### src/rtl/span_pkg.sv
// Shared types, constants and helpers for the span position loader.
// Ports: none (package). Provides position/maturity/TSC types, the loader
// state enum, signed saturating add and a slot-valid population count.
package span_pkg;

  localparam int NUM_SLOTS = 8;
  localparam int POS_W     = 16;
  localparam int MAT_W     = 8;
  localparam int TSC_W     = 16;
  localparam int IDX_W     = $clog2(NUM_SLOTS);
  localparam int SLOTS_W   = $clog2(NUM_SLOTS + 1);

  typedef logic signed [POS_W-1:0] position_t;
  typedef logic [MAT_W-1:0]        maturity_t;
  typedef logic [TSC_W-1:0]        tsc_t;
  typedef logic [IDX_W-1:0]        idx_t;
  typedef logic [SLOTS_W-1:0]      slots_t;

  typedef enum logic [1:0] {
    IDLE   = 2'd0,
    LOAD   = 2'd1,
    SETTLE = 2'd2,
    DONE   = 2'd3
  } loader_state_e;

  // Signed add clamped to the most positive / most negative position value.
  function automatic position_t sat_add_pos(position_t a, position_t b);
    logic signed [POS_W:0] sum;
    position_t             r;
    sum = {a[POS_W-1], a} + {b[POS_W-1], b};
    // The two top bits disagree only when the true sum left the POS_W range.
    if (sum[POS_W] != sum[POS_W-1]) begin
      r            = '0;
      r[POS_W-1]   = sum[POS_W];
      r[POS_W-2:0] = {(POS_W-1){~sum[POS_W]}};
    end else begin
      r = sum[POS_W-1:0];
    end
    return r;
  endfunction

  function automatic slots_t popcount_slots(logic [NUM_SLOTS-1:0] v);
    slots_t c;
    c = '0;
    for (int i = 0; i < NUM_SLOTS; i++) begin
      c = c + slots_t'(v[i]);
    end
    return c;
  endfunction

endpackage

### src/rtl/span_position_loader_if.sv
// Handshake bundles for the span position loader.
// span_rec_if: position record stream (master = record producer, slave = loader).
// span_res_if: TSC result stream (master = loader, slave = result consumer).
interface span_rec_if
  import span_pkg::*;
  ();
  logic      rec_valid;
  logic      rec_ready;
  maturity_t rec_maturity;
  position_t rec_qty;
  logic      rec_last;

  modport master (
    output rec_valid, rec_maturity, rec_qty, rec_last,
    input  rec_ready
  );

  modport slave (
    input  rec_valid, rec_maturity, rec_qty, rec_last,
    output rec_ready
  );
endinterface

interface span_res_if
  import span_pkg::*;
  ();
  logic   res_valid;
  logic   res_ready;
  tsc_t   res_tsc;
  slots_t res_slots;
  logic   res_overflow;

  modport master (
    output res_valid, res_tsc, res_slots, res_overflow,
    input  res_ready
  );

  modport slave (
    input  res_valid, res_tsc, res_slots, res_overflow,
    output res_ready
  );
endinterface

### src/rtl/span_slot_cam.sv
// Combinational match/allocate lookup over the position table.
// Ports: slot_valid/slot_mat = current table, key = incoming maturity;
// hit/hit_idx = occupied slot with equal maturity, free/free_idx = lowest empty slot.
module span_slot_cam
  import span_pkg::*;
(
  input  logic [NUM_SLOTS-1:0] slot_valid,
  input  maturity_t            slot_mat [NUM_SLOTS],
  input  maturity_t            key,
  output logic                 hit,
  output idx_t                 hit_idx,
  output logic                 free,
  output idx_t                 free_idx
);

  // Scan from the top down so the lowest matching / lowest free index wins.
  always_comb begin
    hit      = 1'b0;
    hit_idx  = '0;
    free     = 1'b0;
    free_idx = '0;
    for (int i = NUM_SLOTS - 1; i >= 0; i--) begin
      if (slot_valid[i] && (slot_mat[i] == key)) begin
        hit     = 1'b1;
        hit_idx = idx_t'(i);
      end
      if (!slot_valid[i]) begin
        free     = 1'b1;
        free_idx = idx_t'(i);
      end
    end
  end

endmodule

### src/rtl/span_position_loader.sv
// Nets a record stream by maturity into a slot table feeding the spread
// calculator, resets the calculator per portfolio and captures its TSC.
// Ports: clk/reset (async active-high), rec (record stream in), position/maturity
// (table to calculator), calc_rst_n, tsc_in (calculator TSC), res (result stream out).
module span_position_loader
  import span_pkg::*;
#(
  parameter int SETTLE_CYCLES = 12
) (
  input  logic      clk,
  input  logic      reset,
  span_rec_if.slave rec,
  output position_t position [NUM_SLOTS],
  output maturity_t maturity [NUM_SLOTS],
  output logic      calc_rst_n,
  input  tsc_t      tsc_in,
  span_res_if.master res
);

  localparam int CNT_W = $clog2(SETTLE_CYCLES + 1);

  loader_state_e        state, state_next;
  logic                 rec_ready;
  logic                 accept;

  logic [NUM_SLOTS-1:0] slot_valid;
  position_t            pos_q [NUM_SLOTS];
  maturity_t            mat_q [NUM_SLOTS];
  logic                 ovf_flag;
  logic [CNT_W-1:0]     settle_cnt;

  logic                 res_valid_q;
  tsc_t                 res_tsc_q;
  slots_t               res_slots_q;
  logic                 res_overflow_q;

  logic                 hit, free;
  idx_t                 hit_idx, free_idx;

  assign accept = rec.rec_valid && rec_ready;

  span_slot_cam u_cam (
    .slot_valid (slot_valid),
    .slot_mat   (mat_q),
    .key        (rec.rec_maturity),
    .hit        (hit),
    .hit_idx    (hit_idx),
    .free       (free),
    .free_idx   (free_idx)
  );

  // State register
  always_ff @(posedge clk or posedge reset) begin
    if (reset) state <= IDLE;
    else       state <= state_next;
  end

  // Next-state logic
  always_comb begin
    state_next = state;
    case (state)
      IDLE, LOAD: if (accept) state_next = rec.rec_last ? SETTLE : LOAD;
      SETTLE:     if (settle_cnt == '0) state_next = DONE;
      DONE:       if (res.res_ready) state_next = IDLE;
      default:    state_next = IDLE;
    endcase
  end

  // FSM outputs
  always_comb begin
    rec_ready = 1'b0;
    case (state)
      IDLE, LOAD: rec_ready = 1'b1;
      default:    rec_ready = 1'b0;
    endcase
  end

  assign rec.rec_ready = rec_ready;

  // Slot table. The first record of a portfolio wipes the table and lands in
  // slot 0; later records net into a matching slot, allocate, or are dropped.
  always_ff @(posedge clk or posedge reset) begin
    if (reset) begin
      slot_valid <= '0;
      ovf_flag   <= 1'b0;
      for (int i = 0; i < NUM_SLOTS; i++) begin
        pos_q[i] <= '0;
        mat_q[i] <= '0;
      end
    end else if (accept) begin
      if (state == IDLE) begin
        slot_valid <= NUM_SLOTS'(1);
        ovf_flag   <= 1'b0;
        for (int i = 0; i < NUM_SLOTS; i++) begin
          pos_q[i] <= '0;
          mat_q[i] <= '0;
        end
        pos_q[0] <= rec.rec_qty;
        mat_q[0] <= rec.rec_maturity;
      end else if (hit) begin
        pos_q[hit_idx] <= sat_add_pos(pos_q[hit_idx], rec.rec_qty);
      end else if (free) begin
        slot_valid[free_idx] <= 1'b1;
        pos_q[free_idx]      <= rec.rec_qty;
        mat_q[free_idx]      <= rec.rec_maturity;
      end else begin
        ovf_flag <= 1'b1;
      end
    end
  end

  // Settle counter: loaded on the last-record edge, then decremented once per
  // SETTLE cycle; the capture happens on the SETTLE edge that sees zero, which
  // puts res_valid SETTLE_CYCLES+1 edges after the last accept.
  always_ff @(posedge clk or posedge reset) begin
    if (reset) begin
      settle_cnt <= '0;
    end else if (accept && rec.rec_last) begin
      settle_cnt <= CNT_W'(SETTLE_CYCLES);
    end else if ((state == SETTLE) && (settle_cnt != '0)) begin
      settle_cnt <= settle_cnt - 1'b1;
    end
  end

  // Result register, held stable through DONE until consumed.
  always_ff @(posedge clk or posedge reset) begin
    if (reset) begin
      res_valid_q    <= 1'b0;
      res_tsc_q      <= '0;
      res_slots_q    <= '0;
      res_overflow_q <= 1'b0;
    end else if ((state == SETTLE) && (settle_cnt == '0)) begin
      res_valid_q    <= 1'b1;
      res_tsc_q      <= tsc_in;
      res_slots_q    <= popcount_slots(slot_valid);
      res_overflow_q <= ovf_flag;
    end else if ((state == DONE) && res.res_ready) begin
      res_valid_q <= 1'b0;
    end
  end

  assign res.res_valid    = res_valid_q;
  assign res.res_tsc      = res_tsc_q;
  assign res.res_slots    = res_slots_q;
  assign res.res_overflow = res_overflow_q;

  // Calculator reset: low during our reset, and for the one cycle following
  // the edge that starts a new portfolio.
  always_ff @(posedge clk or posedge reset) begin
    if (reset) calc_rst_n <= 1'b0;
    else       calc_rst_n <= !((state == IDLE) && accept);
  end

  // Empty slots present zeros regardless of stale register contents.
  always_comb begin
    for (int i = 0; i < NUM_SLOTS; i++) begin
      position[i] = slot_valid[i] ? pos_q[i] : '0;
      maturity[i] = slot_valid[i] ? mat_q[i] : '0;
    end
  end

endmodule

### src/flat_wrapper.sv
// flat-port wrapper written by rule: the top's interface ports become plain ports
module span_position_loader_flat import span_pkg::*;
#(
  parameter int SETTLE_CYCLES = 12
)
  (clk, reset, position, maturity, calc_rst_n, tsc_in, rec_rec_valid, rec_rec_maturity, rec_rec_qty, rec_rec_last, rec_rec_ready, res_res_valid, res_res_tsc, res_res_slots, res_res_overflow, res_res_ready);
  span_rec_if rec_i ();
  span_res_if res_i ();
  input  logic clk;
  input  logic reset;
  output position_t position[NUM_SLOTS];
  output maturity_t maturity[NUM_SLOTS];
  output logic calc_rst_n;
  input  tsc_t tsc_in;
  input wire logic [$bits(rec_i.rec_valid)-1:0] rec_rec_valid;
  input wire logic [$bits(rec_i.rec_maturity)-1:0] rec_rec_maturity;
  input wire logic [$bits(rec_i.rec_qty)-1:0] rec_rec_qty;
  input wire logic [$bits(rec_i.rec_last)-1:0] rec_rec_last;
  output wire logic [$bits(rec_i.rec_ready)-1:0] rec_rec_ready;
  output wire logic [$bits(res_i.res_valid)-1:0] res_res_valid;
  output wire logic [$bits(res_i.res_tsc)-1:0] res_res_tsc;
  output wire logic [$bits(res_i.res_slots)-1:0] res_res_slots;
  output wire logic [$bits(res_i.res_overflow)-1:0] res_res_overflow;
  input wire logic [$bits(res_i.res_ready)-1:0] res_res_ready;
  assign rec_i.rec_valid = rec_rec_valid;
  assign rec_i.rec_maturity = rec_rec_maturity;
  assign rec_i.rec_qty = rec_rec_qty;
  assign rec_i.rec_last = rec_rec_last;
  assign rec_rec_ready = rec_i.rec_ready;
  assign res_res_valid = res_i.res_valid;
  assign res_res_tsc = res_i.res_tsc;
  assign res_res_slots = res_i.res_slots;
  assign res_res_overflow = res_i.res_overflow;
  assign res_i.res_ready = res_res_ready;
  span_position_loader #(.SETTLE_CYCLES(SETTLE_CYCLES)) u_core (.clk(clk), .reset(reset), .rec(rec_i), .position(position), .maturity(maturity), .calc_rst_n(calc_rst_n), .tsc_in(tsc_in), .res(res_i));
endmodule
### config.mk
export PLATFORM = sky130hd
export DESIGN_NAME = span_position_loader_flat
export DESIGN_NICKNAME = d
export VERILOG_FILES = /design/src/rtl/span_pkg.sv /design/src/rtl/span_position_loader_if.sv /design/src/rtl/span_slot_cam.sv /design/src/rtl/span_position_loader.sv /design/src/flat_wrapper.sv
export SDC_FILE = /design/constraint.sdc
export NUM_CORES = 1
export LEC_CHECK = 0
export ABC_CLOCK_PERIOD_IN_PS = 24600
export BUFFER_PORTS_ARGS = -buffer_cell sky130_fd_sc_hd__buf_2
export CORE_MARGIN = 2
export CORE_UTILIZATION = 61
export DETAILED_ROUTE_END_ITERATION = 16
export GPL_TIMING_DRIVEN = 0
export PLACE_DENSITY = 0.87
export SETUP_SLACK_MARGIN = 0.4
export SYNTH_ARGS = -nofsm -noshare
export SYNTH_HDL_FRONTEND = slang
export SYNTH_HIERARCHICAL = 1
export SYNTH_SLANG_ARGS = --single-unit
export TNS_END_PERCENT = 5
### constraint.sdc
create_clock -name clk -period 24.6 [get_ports clk]
set_input_delay 4.92 -clock clk [delete_from_list [all_inputs] [get_ports clk]]
set_output_delay 4.92 -clock clk [all_outputs]
set_load 0.02 [all_outputs]
==> results of run 1 <==
worst register-to-register path: cells and delay by family (launching register included):
kind / cells / cell delay, ns
and+or+nand+nor: 7 / 2.13
DFF: 1 / 0.65
AOI/OAI and AO/OA: 9 / 2.45
buffers and inverters: 3 / 1.18
adders and majority gates: 1 / 0.34
flip-flops by register name (all words and copies together) (netlist names), 2 cells and up:
| signal | flops |
|---|---|
| u_core/mat_q | 64 |
| u_core/pos_q | 128 |
| u_core/res.res_slots | 4 |
| u_core/res.res_tsc | 16 |
| u_core/settle_cnt | 4 |
| u_core/slot_valid | 8 |
| u_core/state | 2 |
worst paths after layout:
path                                           end  cells after the start
max                               u_core/pos_q[57]                     23
max reg2reg                       u_core/pos_q[57]                     20
min                        u_core/res.res_slots[1]                      2
min reg2reg                u_core/res.res_slots[1]                      2
max in group asynchronous    u_core/res.res_tsc[3]                      3
min in group asynchronous        u_core/calc_rst_n                      2
Yosys cell counts (12+ instances only):
cell type / n
a22oi_1: 67
xor2_1: 41
and3_1: 34
nor3_1: 16
nor2_1: 136
a21oi_1: 133
a221o_1: 19
nand4_1: 26
buf_2: 12
o22ai_1: 52
clkbuf_1: 94
nand2_1: 74
a31oi_1: 13
mux2_2: 31
inv_1: 26
and2_1: 214
o21ai_0: 91
ha_1: 20
xnor2_1: 37
nand3_1: 79
dfrtp_1: 230
a32oi_1: 22
power breakdown:
| group | internal, mW | switching, mW | total [mW] |
|---|---|---|---|
| clock | 0.249 | 0.165 | 0.415 |
| sequential | 0.517 | 0.157 | 0.674 |
| combinational | 0.349 | 0.768 | 1.12 |
| total | 1.12 | 1.09 | 2.21 |
kinds of logic after synthesis:
| group | share of synthesized area |
|---|---|
| fa+ha+maj | 0.02750 |
| buf+inv | 0.04407 |
| simple gates | 0.2298 |
| mux | 0.02642 |
| xor+xnor | 0.04891 |
| compound gates | 0.2112 |
| flops | 0.4120 |
cell type report:
class	instances	area (um^2)
plain buffers	117	518.0
clock buffers	34	762.0
clock inverters	14	158.9
fillers	1700	5984
inverters	26	105.1
multi-input cells	1206	7602
flip-flops and latches	230	5756
well taps	285	356.6
repair buffers	261	1329
placed cells by master, fill, tap and decap left out, drive strengths merged, types with 16 or more instances in the layout:
cell and instances:
nand3 79, mux2 31, inv 26, dfrtp 230, o22ai 52, and2 215, nand4 26, xnor2 37
a21oi 136, ha 20, a22oi 67, nand2 74, clkbuf 128, nor2 137, nor3 16, a221o 19
and3 34, o21ai 101, buf 284, xor2 41, a32oi 22
metal layers:
metal	GRT usage	share of wire	vias to the layer above
met3	0.1253	0.15	201
met5	0	0.00021	-
met2	0.6439	0.43	1294
li1	-	-	6224
met1	0.6103	0.38	7033
met4	0.1442	0.043	2
==> summary.md, run 1 <==
| Metric | Value |
|---|---|
| Critical-path top delay cell | `nor3b_2` |
| DR pass1 iterations | `8` |
| IO Port Bufs | `260` |
| Effective utilization at floorplan | `0.6188` |
| Initial antenna violation count | `1` |
| Non-Filler Instances | `2,173` |
| Synth Warn # | `6` |
| Ys flop type | `dfrtp_1` |
| CTS root buffer | `clkbuf_16` |
| Crit path kind | `primary input to register` |
| Largest net degree at the start of global routing | `120` |
| DR vias/cell | `6.790` |
| Gpl congestion | `1.064` |
| Setup TNS | `0 ns` |
| Hold Buf Count CTS | `0` |
| Hold Crit Start | `u_core/res.res_slots[1]` |
| Pwr/cell area | `133.0 mW/mm^2` |
| RSZ-0062 raised after global routing | `false` |
| Distinct cells, synth | `62` |
| Clk slew on worst S/H paths | `0.06 ns` |
| Syn Std Cell Area | `0.01397 mm^2` |
| Antenna fix cells | `0` |
| Fin crit period | `11.10 ns` |
| Core area | `0.02257 mm^2` |
| Hold WS | `0.4851 ns` |
| CTS tree | `done` |
| Full die area | `0.02413 mm^2` |
| CTS resizes | `0` |
| Routed vias | `14,754` |
| Final Hold Viols | `0` |
| Total power | `2.207 mW` |
| FF+latch count, synth | `230` |
| Post-CTS setup repair buffer count | `0` |
| Nets | `1,938` |
| Post-synth net total | `1,649` |
| CTS Sinks | `230` |
| Fin worst setup slack | `13.50 ns` |
| Slew @ Worst Pin | `1.241 ns` |
| Cells after Synth | `1,579` |
| Clk_lat worst skew | `0.54 ns` |
| Worst Setup End Kind | `register` |
| Total gr overflow | `0` |
| Placed Cells incl. Taps | `2,125` |
| Max Freq | `90.11 MHz` |
| CP Launch Type | `primary input` |
| Outcome | `complete, no violations` |
| Rows | `55` |
| Hold Crit Class | `register to register` |
| Largest cells by area after synthesis | `dfrtp_1 (41%), and2_1 (9.6%), a21oi_1 (4.8%)` |
| Family with the most delay on the worst path | `compound AO/OA/AOI/OAI gates` |
| Top cell type by total area after synthesis | `dfrtp_1` |
| Top-area cell type share of the netlist area | `0.4120` |
| CTS Buffer Depth | `3` |
| Post-place instance area | `0.01567 mm^2` |
| Clock skew | `0.01053 ns` |
| DIE HEIGHT | `155.3 um` |
| First-pass GRT wire length | `80,540 um` |
| Register area share after synthesis | `0.4120` |
| Slew Limit Fails | `0` |
| Num ports | `261` |
| Share of layout cells above drive strength 1 | `0.2055` |
| Ys async rst share | `1.000` |
| Iter 0 DRT Violations | `2,344` |
| Worst ir drop on vdd | `0.09302 mV` |
| Final setup violation count | `0` |
| GR Util All Layers | `0.4323` |
| Relative slew margins | `0.1664` |
| DP Wirelength | `40,450 um` |
| Mean post-synth cell area | `8.846 um^2` |
| Die width | `155.3 um` |
| Worst path max stage delay | `0.77 ns` |
| Pleak | `7.823 nW` |
| Post-Route WL | `53,650 um` |
| Cell Chain, Critical Path | `buf_2 -> buf_6 -> xnor2_1 -> nand3_1 -> nor3_1 -> a21oi_1 -> o21ai_0 -> nand2_1 -> a21boi_2 -> buf_2 -> nor3b_2 -> clkbuf_1 -> a22oi_1 -> nand4_1 -> ha_1 -> a211oi_1 -> o21a_1 -> o211ai_2 -> nand2_1 -> buf_2 -> nand2_1 -> a21oi_1 -> o21ai_0` |
| H-tree lvl count | `1` |
| Core Util, Final | `0.7349` |
| Final Cycle Share | `0.4511` |
| Post-synth EDFFs | `0` |
| Setup slack, reg-to-reg | `17.71 ns` |
| Post-route cell area | `0.01659 mm^2` |
| WL/cell | `24.69 um` |
| Synthesis-to-finish area growth | `18.75%` |
| Worst-path fanout max | `10` |
| TritonCTS Buffers | `26` |
| Reg-to-reg critical path startpoint | `u_core/slot_valid[7]` |
| Drc violations | `0` |
| Data arrival time of the critical path | `11.48 ns` |
| CP Data Required Time | `24.99 ns` |
| Vias in the first global route | `13,751` |
| Count of buffer and inverter cells on the critical path | `5` |
| Crit path from | `rec_rec_maturity[7]` |
| Max-cap violations | `0` |
| Post-placement setup slack | `13.58 ns` |
| Detail Route Antenna Nets | `0` |
No activity file was read; power rests on OpenSTA's default activity.
==> run 2, diff against run 1 <==
Settings changed: ABC_CLOCK_PERIOD_IN_PS 24600 to 9900, CORE_UTILIZATION 61 to 51, PLACE_DENSITY 0.87 to 0.77.
Clock period 24.6 ns to 9.9 ns, I/O delays scaled along.
==> run 2 against run 1 <==
Net effect:
- combinational power increased by 150%
- cell count up 2.4%
- non-clock buffer count unchanged
- routed wire length shrank 0.94%
- clock skew is 0.0079 ns higher
- critical path depth unchanged
- design area down 0.21%
- register-to-register slack worse by 15 ns
- die area increased by 19%
- critical endpoint is now u_core/pos_q[73]
==> summary.md, run 2 (same netlist as run 1, synthesis figures left out) <==
| Metric | Value |
|---|---|
| Largest net degree at the start of global routing | `122 (+1.7%)` |
| Cell Chain, Critical Path | `buf_2 -> buf_6 -> xor2_1 -> nor4_1 -> nand4_1 -> nand2_1 -> o21ba_1 -> nor2_1 -> buf_2 -> nand2_1 -> nor2_1 -> clkbuf_1 -> a22oi_1 -> nand4_1 -> ha_1 -> a2111oi_2 -> o21a_1 -> o211ai_2 -> nand2_1 -> buf_2 -> nand2_1 -> a21oi_1 -> o21ai_0` |
| CTS Sinks | `230 (unchanged)` |
| Relative slew margins | `0.1542 (-0.01211)` |
| Post-CTS setup repair buffer count | `0 (unchanged)` |
| DP Wirelength | `41,180 um (+1.8%)` |
| Worst ir drop on vdd | `0.2404 mV (+160%)` |
| Worst setup endpoint | `u_core/pos_q[73]` |
| WP depth | `23 (unchanged)` |
| First-pass GRT wire length | `79,030 um (-1.9%)` |
| DR pass1 iterations | `6 (-2)` |
| Post-route cell area | `0.01655 mm^2 (-0.21%)` |
| IO Port Bufs | `260 (unchanged)` |
| Iter 0 DRT Violations | `1,851 (-21%)` |
| Slew @ Worst Pin | `1.259 ns (+0.01803 ns)` |
| Fin crit period | `8.113 ns` |
| Most frequent cells in the layout | `buf_2 (272), dfrtp_1 (230), and2_1 (214)` |
| Final Cycle Share | `0.8195` |
| Post-Route WL | `53,150 um (-0.94%)` |
| Final setup violation count | `0 (unchanged)` |
| Effective utilization at floorplan | `0.5183 (-0.1006)` |
| Max-cap violations | `0 (unchanged)` |
| Core area | `0.02695 mm^2 (+19%)` |
| Antenna fix cells | `0 (unchanged)` |
| Hold Buf Count CTS | `0 (unchanged)` |
| Worst hold path stage count | `2 (unchanged)` |
| Crit path from | `rec_rec_maturity[5]` |
| Initial antenna violation count | `2 (+1)` |
| Share of layout cells above drive strength 1 | `0.2017 (-0.003810)` |
| Core Util, Final | `0.6142 (-0.1207)` |
| Final Hold Viols | `0 (unchanged)` |
| Max reg flops | `128 (unchanged)` |
| Count of buffer and inverter cells on the critical path | `5 (unchanged)` |
| DR vias/cell | `6.467 (-4.8%)` |
| Reg2reg end | `u_core/pos_q[73]` |
| R2R cell count | `21 (+5.0%)` |
| Synthesis-to-finish area growth | `18.50%` |
| Outcome | `complete, no violations` |
| Post-place instance area | `0.01574 mm^2 (+0.45%)` |
| Die width | `169.5 um (+9.1%)` |
| Data arrival time of the critical path | `8.49 ns (-2.99 ns)` |
| WL/cell | `23.89 um (-3.3%)` |
| Pwr/cell area | `322.8 mW/mm^2 (+140%)` |
| Hold Crit Class | `register to register` |
| Clk slew on worst S/H paths | `0.05 ns (about the same)` |
| Reg-to-reg critical path startpoint | `u_core/mat_q[37]` |
| Family with the most delay on the worst path | `simple AND/OR/NAND/NOR gates` |
| Setup slack, reg-to-reg | `3.15 ns (-14.56 ns)` |
| Internal Power | `2.700 mW (+140%)` |
| Gpl congestion | `0.9921 (-6.7%)` |
| Drc violations | `0 (unchanged)` |
| Total power | `5.343 mW (+140%)` |
| CTS Buffer Depth | `3 (unchanged)` |
| Clock skew | `0.01847 ns (+0.007948 ns)` |
| Clock share of power | `0.175 (-0.013)` |
| Slew Limit Fails | `0 (unchanged)` |
| CP Launch Type | `primary input` |
| CTS tree | `done` |
| Flop pwr share | `0.310 (+0.004)` |
| Full die area | `0.02873 mm^2 (+19%)` |
| Num ports | `261 (unchanged)` |
| Worst-path fanout max | `10 (unchanged)` |
| CTS root buffer | `clkbuf_16` |
| Crit path kind | `primary input to register` |
| Rows | `60 (+9.1%)` |
| Max Freq | `123.3 MHz` |
| Routed vias | `14,389 (-2.5%)` |
| TritonCTS Buffers | `26 (unchanged)` |
| Sw power | `2.644 mW (+140%)` |
| CP Data Required Time | `10.28 ns (-14.71 ns)` |
| Detail Route Antenna Nets | `0 (unchanged)` |
| Pleak | `7.784 nW (-0.50%)` |
| DIE HEIGHT | `169.5 um (+9.1%)` |
| RSZ-0062 raised after global routing | `false` |
| H-tree lvl count | `1 (unchanged)` |
| Critical-path top delay cell | `nor2_1` |
| Comb pwr share | `0.515 (+0.009)` |
| Crit-path most repeated cell | `nand2_1` |
| Vias in the first global route | `13,389 (-2.6%)` |
| Most common cell after layout, fill and taps aside | `buf_2` |
| Total gr overflow | `0 (unchanged)` |
| Largest Register | `u_core/pos_q` |
| Worst Setup End Kind | `register` |
| Sw Share | `0.4948 (about the same)` |
| CTS resizes | `0 (unchanged)` |
| GR Util All Layers | `0.3601 (-0.07227)` |
| Worst path max stage delay | `0.72 ns (-0.05 ns)` |
| Clk_lat worst skew | `0.54 ns (about the same)` |
| Nets | `1,938 (unchanged)` |
-- run 2: cell count changes in the layout (fill, tap and decap cells not counted), sizes merged --
| cell | previous run | this run |
|---|---|---|
| clkinvlp | 4 | 0 |
| clkbuf | 128 | 133 |
| clkinv | 7 | 5 |
| bufinv | 3 | 0 |
-- run 2: tightest hold or removal path, delay by kind of cell (launching register included) --
family,cells,cell delay (ns)
flip-flops,1,0.34
AO/OA/AOI/OAI,1,0.06
AND/OR/NAND/NOR,1,0.04
-- run 2: metrics by stage --
| step | TNS, ns | instances | setup slack (ns) | hold WS, ns |
|---|---|---|---|---|
| 2_1_floorplan | 0 | 1579 | 1.615 | 0.4587 |
| 3_3_place_gp | -233.69 | 2180 | -1.038 | 0.4575 |
| 3_5_place_dp | 0 | 2181 | 1.689 | 0.4721 |
| 4_1_cts | 0 | 2225 | 2.193 | 0.4869 |
| 5_1_grt | 0 | 2225 | 1.656 | 0.5084 |
| 6_report | 0 | 2225 | 1.787 | 0.4804 |
-- run 2: cell type report --
cell class | count | area [um^2]
fill | 2360 | 10400
multi-input combinational | 1206 | 7602
sequential | 230 | 5756
timing repair buffer | 261 | 1329
clock buffer | 39 | 790.8
buffer | 117 | 518.0
tap | 341 | 426.7
inverter | 26 | 105.1
clock inverter | 5 | 25.02
-- run 2: how the worst min path moves through the flow --
stage | startpoint | endpoint | slack (ns)
global route | u_core/res.res_tsc[13] | u_core/res.res_tsc[13] | 0.51
floorplan | u_core/ovf_flag | u_core/ovf_flag | 0.46
detailed placement | u_core/res.res_slots[2] | u_core/res.res_slots[2] | 0.47
CTS | u_core/res.res_slots[2] | u_core/res.res_slots[2] | 0.49
finish | u_core/res.res_slots[2] | u_core/res.res_slots[2] | 0.48
global placement | u_core/res.res_valid | u_core/res.res_valid | 0.46
-- run 2: power by group through the flow --
| stage | registers, mW | clock network (mW) | logic, mW |
|---|---|---|---|
| 5_1_grt | 1.68 | 0.975 | 2.93 |
| 6_report | 1.65 | 0.935 | 2.75 |
| 2_1_floorplan | 1.54 | 0 | 1.75 |
| 4_1_cts | 1.63 | 0.937 | 2.66 |
| 3_5_place_dp | 1.65 | 0 | 2.64 |
| 3_3_place_gp | 1.64 | 0 | 2.58 |
-- run 2: routing by layer --
| metal | up-vias | part of all wire | global-route usage |
|---|---|---|---|
| met3 | 161 | 0.13 | 0.09538 |
| met1 | 6890 | 0.40 | 0.5045 |
| li1 | 6236 | - | - |
| met5 | - | 0.00043 | 0 |
| met4 | 4 | 0.040 | 0.1297 |
| met2 | 1098 | 0.43 | 0.5398 |
==> run 3, diff against run 2 <==
Settings changed: ABC_AREA set to 1, ABC_CLOCK_PERIOD_IN_PS 9900 to 8020, CORE_UTILIZATION 51 to 57, PLACE_DENSITY 0.77 to 0.81.
Clock period 9.9 ns to 8.02 ns, I/O delays scaled along.
==> run 3 against run 2 <==
Net effect:
- register-to-register slack worse by 1.4 ns
- first-iteration DRC count up 48%
- critical path depth up 1
- setup slack worse by 0.95 ns
- synthesized area up 7.7%
- cell count up 24%
- total power up 41%
- largest cell class unchanged
- die area down 3.6%
- critical path type unchanged
- non-clock buffer count down 5
- highest routed layer is now met4
- sequential share of layout area down 2.2 points
- core utilization up 6.5 points
- clock skew down 0.0017 ns
==> summary.md, run 3 <==
| Metric | Value |
|---|---|
| Antenna fix cells | `0 (unchanged)` |
| Ys flop type | `dfrtp_1` |
| R2R cell count | `21 (unchanged)` |
| Setup TNS | `0 ns (unchanged)` |
| CP Launch Type | `primary input` |
| Ys async rst share | `1.000 (unchanged)` |
| RSZ-0062 raised after global routing | `false` |
| Clk slew on worst S/H paths | `0.06 ns (about the same)` |
| Met2 wire length | `25,090 um (+10%)` |
| Slew @ Worst Pin | `1.174 ns (-0.08466 ns)` |
| Pwr/cell area | `425.6 mW/mm^2 (+32%)` |
| Most frequent cells in the layout | `nand2_1 (459), inv_1 (304), buf_2 (287)` |
| Initial antenna violation count | `0 (-2)` |
| DR pass1 iterations | `7 (+1)` |
| Final setup violation count | `0 (unchanged)` |
| Most frequent cell after synthesis | `nand2_1` |
| Max-cap violations | `0 (unchanged)` |
| Cells after Synth | `2,107 (+33%)` |
| Commonest cells in the netlist | `nand2_1 (459), inv_1 (305), a21oi_1 (254)` |
| Final Cycle Share | `0.8957` |
| Family with the most delay on the worst path | `simple AND/OR/NAND/NOR gates` |
| DR vias/cell | `6.124 (-5.3%)` |
| WP depth | `24 (+4.3%)` |
| FF+latch area | `0.005756 mm^2 (unchanged)` |
| Share of layout cells above drive strength 1 | `0.1886 (-0.01311)` |
| Top-area cell type share of the netlist area | `0.3827 (-0.02931)` |
| GR Util All Layers | `0.4086 (+0.04855)` |
| Num ports | `261 (unchanged)` |
| Total gr overflow | `0 (unchanged)` |
| Hold Buf Count CTS | `0 (unchanged)` |
| Met1 Wirelength | `22,120 um (+5.1%)` |
| Clk_lat worst skew | `0.54 ns (about the same)` |
| Mean post-synth cell area | `7.137 um^2 (-19%)` |
| CTS Buffer Depth | `3 (unchanged)` |
| Post-Route WL | `58,150 um (+9.4%)` |
| Data arrival time of the critical path | `7.63 ns (-0.86 ns)` |
| Post-route cell area | `0.01765 mm^2 (+6.6%)` |
| CP Data Required Time | `8.47 ns (-1.81 ns)` |
| Distinct cells, synth | `52 (-16%)` |
| Slew Limit Fails | `0 (unchanged)` |
| Post-synth EDFFs | `0 (unchanged)` |
| Post-CTS setup repair buffer count | `0 (unchanged)` |
| Register area share after synthesis | `0.3827 (-0.02931)` |
| Worst path max stage delay | `0.96 ns (+0.24 ns)` |
| CTS Sinks | `230 (unchanged)` |
| Post-placement setup slack | `0.6724 ns (-1.016 ns)` |
| WL/cell | `21.12 um (-12%)` |
| Gpl congestion | `1.036 (+4.5%)` |
| Routed vias | `16,860 (+17%)` |
| Top Layer Used | `met4` |
| Clock skew | `0.01675 ns (-0.001722 ns)` |
| Met3 WL | `7541 um (+5.6%)` |
| Top cell type by total area after synthesis | `dfrtp_1` |
| CTS resizes | `0 (unchanged)` |
| Worst-path fanout max | `10 (unchanged)` |
| Count of buffer and inverter cells on the critical path | `4 (-1)` |
| Synth Warn # | `6 (unchanged)` |
| Effective utilization at floorplan | `0.5787 (+0.06044)` |
| Cell Chain, Critical Path | `buf_2 -> inv_2 -> nand2_1 -> nand2_1 -> nor4_2 -> nand3_2 -> a31oi_1 -> nand3_1 -> inv_1 -> clkbuf_1 -> a22oi_1 -> nand4_1 -> ha_1 -> nand2_1 -> nand2_1 -> a21oi_1 -> nand2_1 -> nand2_1 -> nand3_1 -> nand2_1 -> nand2_2 -> o21ai_1 -> nand3_1 -> a21oi_1` |
| Post-place instance area | `0.01688 mm^2 (+7.3%)` |
| FF+latch count, synth | `230 (unchanged)` |
| Hold Crit Class | `register to register` |
| Total power | `7.512 mW (+41%)` |
| Outcome | `complete, no violations` |
| Fin worst setup slack | `0.8367 ns (-0.9503 ns)` |
| Most common cell after layout, fill and taps aside | `nand2_1` |
| Critical-path top delay cell | `a31oi_1` |
| CTS tree | `done` |
| Core area | `0.02598 mm^2 (-3.6%)` |
| Max Freq | `139.2 MHz` |
| Die width | `166.4 um (-1.8%)` |
| Multi-input logic area | `0.007448 mm^2 (-2.0%)` |
| Pleak | `9.947 nW (+28%)` |
| Final Hold Viols | `0 (unchanged)` |
| Largest Register | `u_core/pos_q` |
| Worst ir drop on vdd | `0.2795 mV (+16%)` |
| Vias in the first global route | `15,689 (+17%)` |
| Rows | `59 (-1.7%)` |
| DIE HEIGHT | `166.4 um (-1.8%)` |
| Fillcell total | `2,325 (-1.5%)` |
| H-tree lvl count | `1 (unchanged)` |
| Fin crit period | `7.183 ns` |
| TritonCTS Buffers | `25 (-3.8%)` |
| Worst hold path stage count | `2 (unchanged)` |
| First-pass GRT wire length | `89,400 um (+13%)` |
| Drc violations | `0 (unchanged)` |
| Crit-path most repeated cell | `nand2_1` |
| IO Port Bufs | `260 (unchanged)` |
| DP Wirelength | `43,460 um (+5.6%)` |
| Iter 0 DRT Violations | `2,741 (+48%)` |
| Max reg flops | `128 (unchanged)` |
| Full die area | `0.02770 mm^2 (-3.6%)` |
| Post-synth net total | `2,177 (+32%)` |
| Syn Std Cell Area | `0.01504 mm^2 (+7.7%)` |
| CTS root buffer | `clkbuf_16` |
| Worst Setup End Kind | `register` |
| Synthesis-to-finish area growth | `17.37%` |
| Relative slew margins | `0.2135 (+0.05924)` |
| Detail Route Antenna Nets | `0 (unchanged)` |
| Largest cells by area after synthesis | `dfrtp_1 (38%), nand2_1 (11%), a21oi_1 (8.5%)` |
| Largest net degree at the start of global routing | `43 (-65%)` |
| Crit path kind | `primary input to register` |
| Nets | `2,470 (+27%)` |
==> run 3: final timing paths <==
check,start,endpoint,slack [ns]
max reg2reg,u_core/slot_valid[2],u_core/pos_q[124],1.76
min reg2reg,u_core/res.res_tsc[9],u_core/res.res_tsc[9],0.47
min in group asynchronous,reset,u_core/pos_q[34],1.19
max in group asynchronous,reset,u_core/pos_q[78],5.87
min,u_core/res.res_tsc[9],u_core/res.res_tsc[9],0.47
max,rec_rec_maturity[1],u_core/pos_q[124],0.84
==> run 3: where the power goes <==
part / leakage (nW) / internal [mW] / switching, mW
logic: 6.71 / 1.23 / 2.99
registers: 2.87 / 1.67 / 0.502
clock network: 0.368 / 0.628 / 0.492
total: 9.95 / 3.53 / 3.99
==> run 3: layer usage <==
metal	GRT usage	vias to the layer above
met5	0	-
met4	0.2028	0
met3	0.07771	245
met2	0.6182	1410
met1	0.5658	7807
li1	-	7398
==> run 3: cells by family after synthesis <==
group                      Yosys count  synth area share
AOI/OAI and AO/OA                  426            0.1662
xor gates and xnor gates            32           0.01864
adders and majority gates           25           0.02330
buffers and inverters              443            0.1220
DFF                                230            0.3827
muxes                                8          0.005991
and+or+nand+nor                    943            0.2812
==> run 3: area by class of cell <==
| class | count | share of cell area |
|---|---|---|
| clock buffers | 36 | 0.03892 |
| plain buffers | 107 | 0.03232 |
| multi-input cells | 1434 | 0.4220 |
| repair buffers | 266 | 0.08053 |
| flip-flops and latches | 230 | 0.3261 |
| inverters | 336 | 0.07181 |
| clock inverters | 9 | 0.004608 |
| well taps | 335 | 0.02375 |
==> run 3: worst register-to-register path, delay by kind of cell (launching register included) <==
family | cells | cell delay (ns)
buffers and inverters | 2 | 0.92
adders and majority gates | 1 | 0.34
DFF | 1 | 0.58
and+or+nand+nor | 12 | 2.18
AOI/OAI and AO/OA | 6 | 2.14
==> run 3: stage by stage <==
step                hold WS (ns)    util  instances
CTS                       0.4703  0.6793       2753
finish                    0.4693  0.6793       2753
floorplan                 0.4605       -       2107
detailed placement        0.4566  0.6497       2708
global placement          0.4523  0.6451       2702
global route              0.4936  0.6793       2753
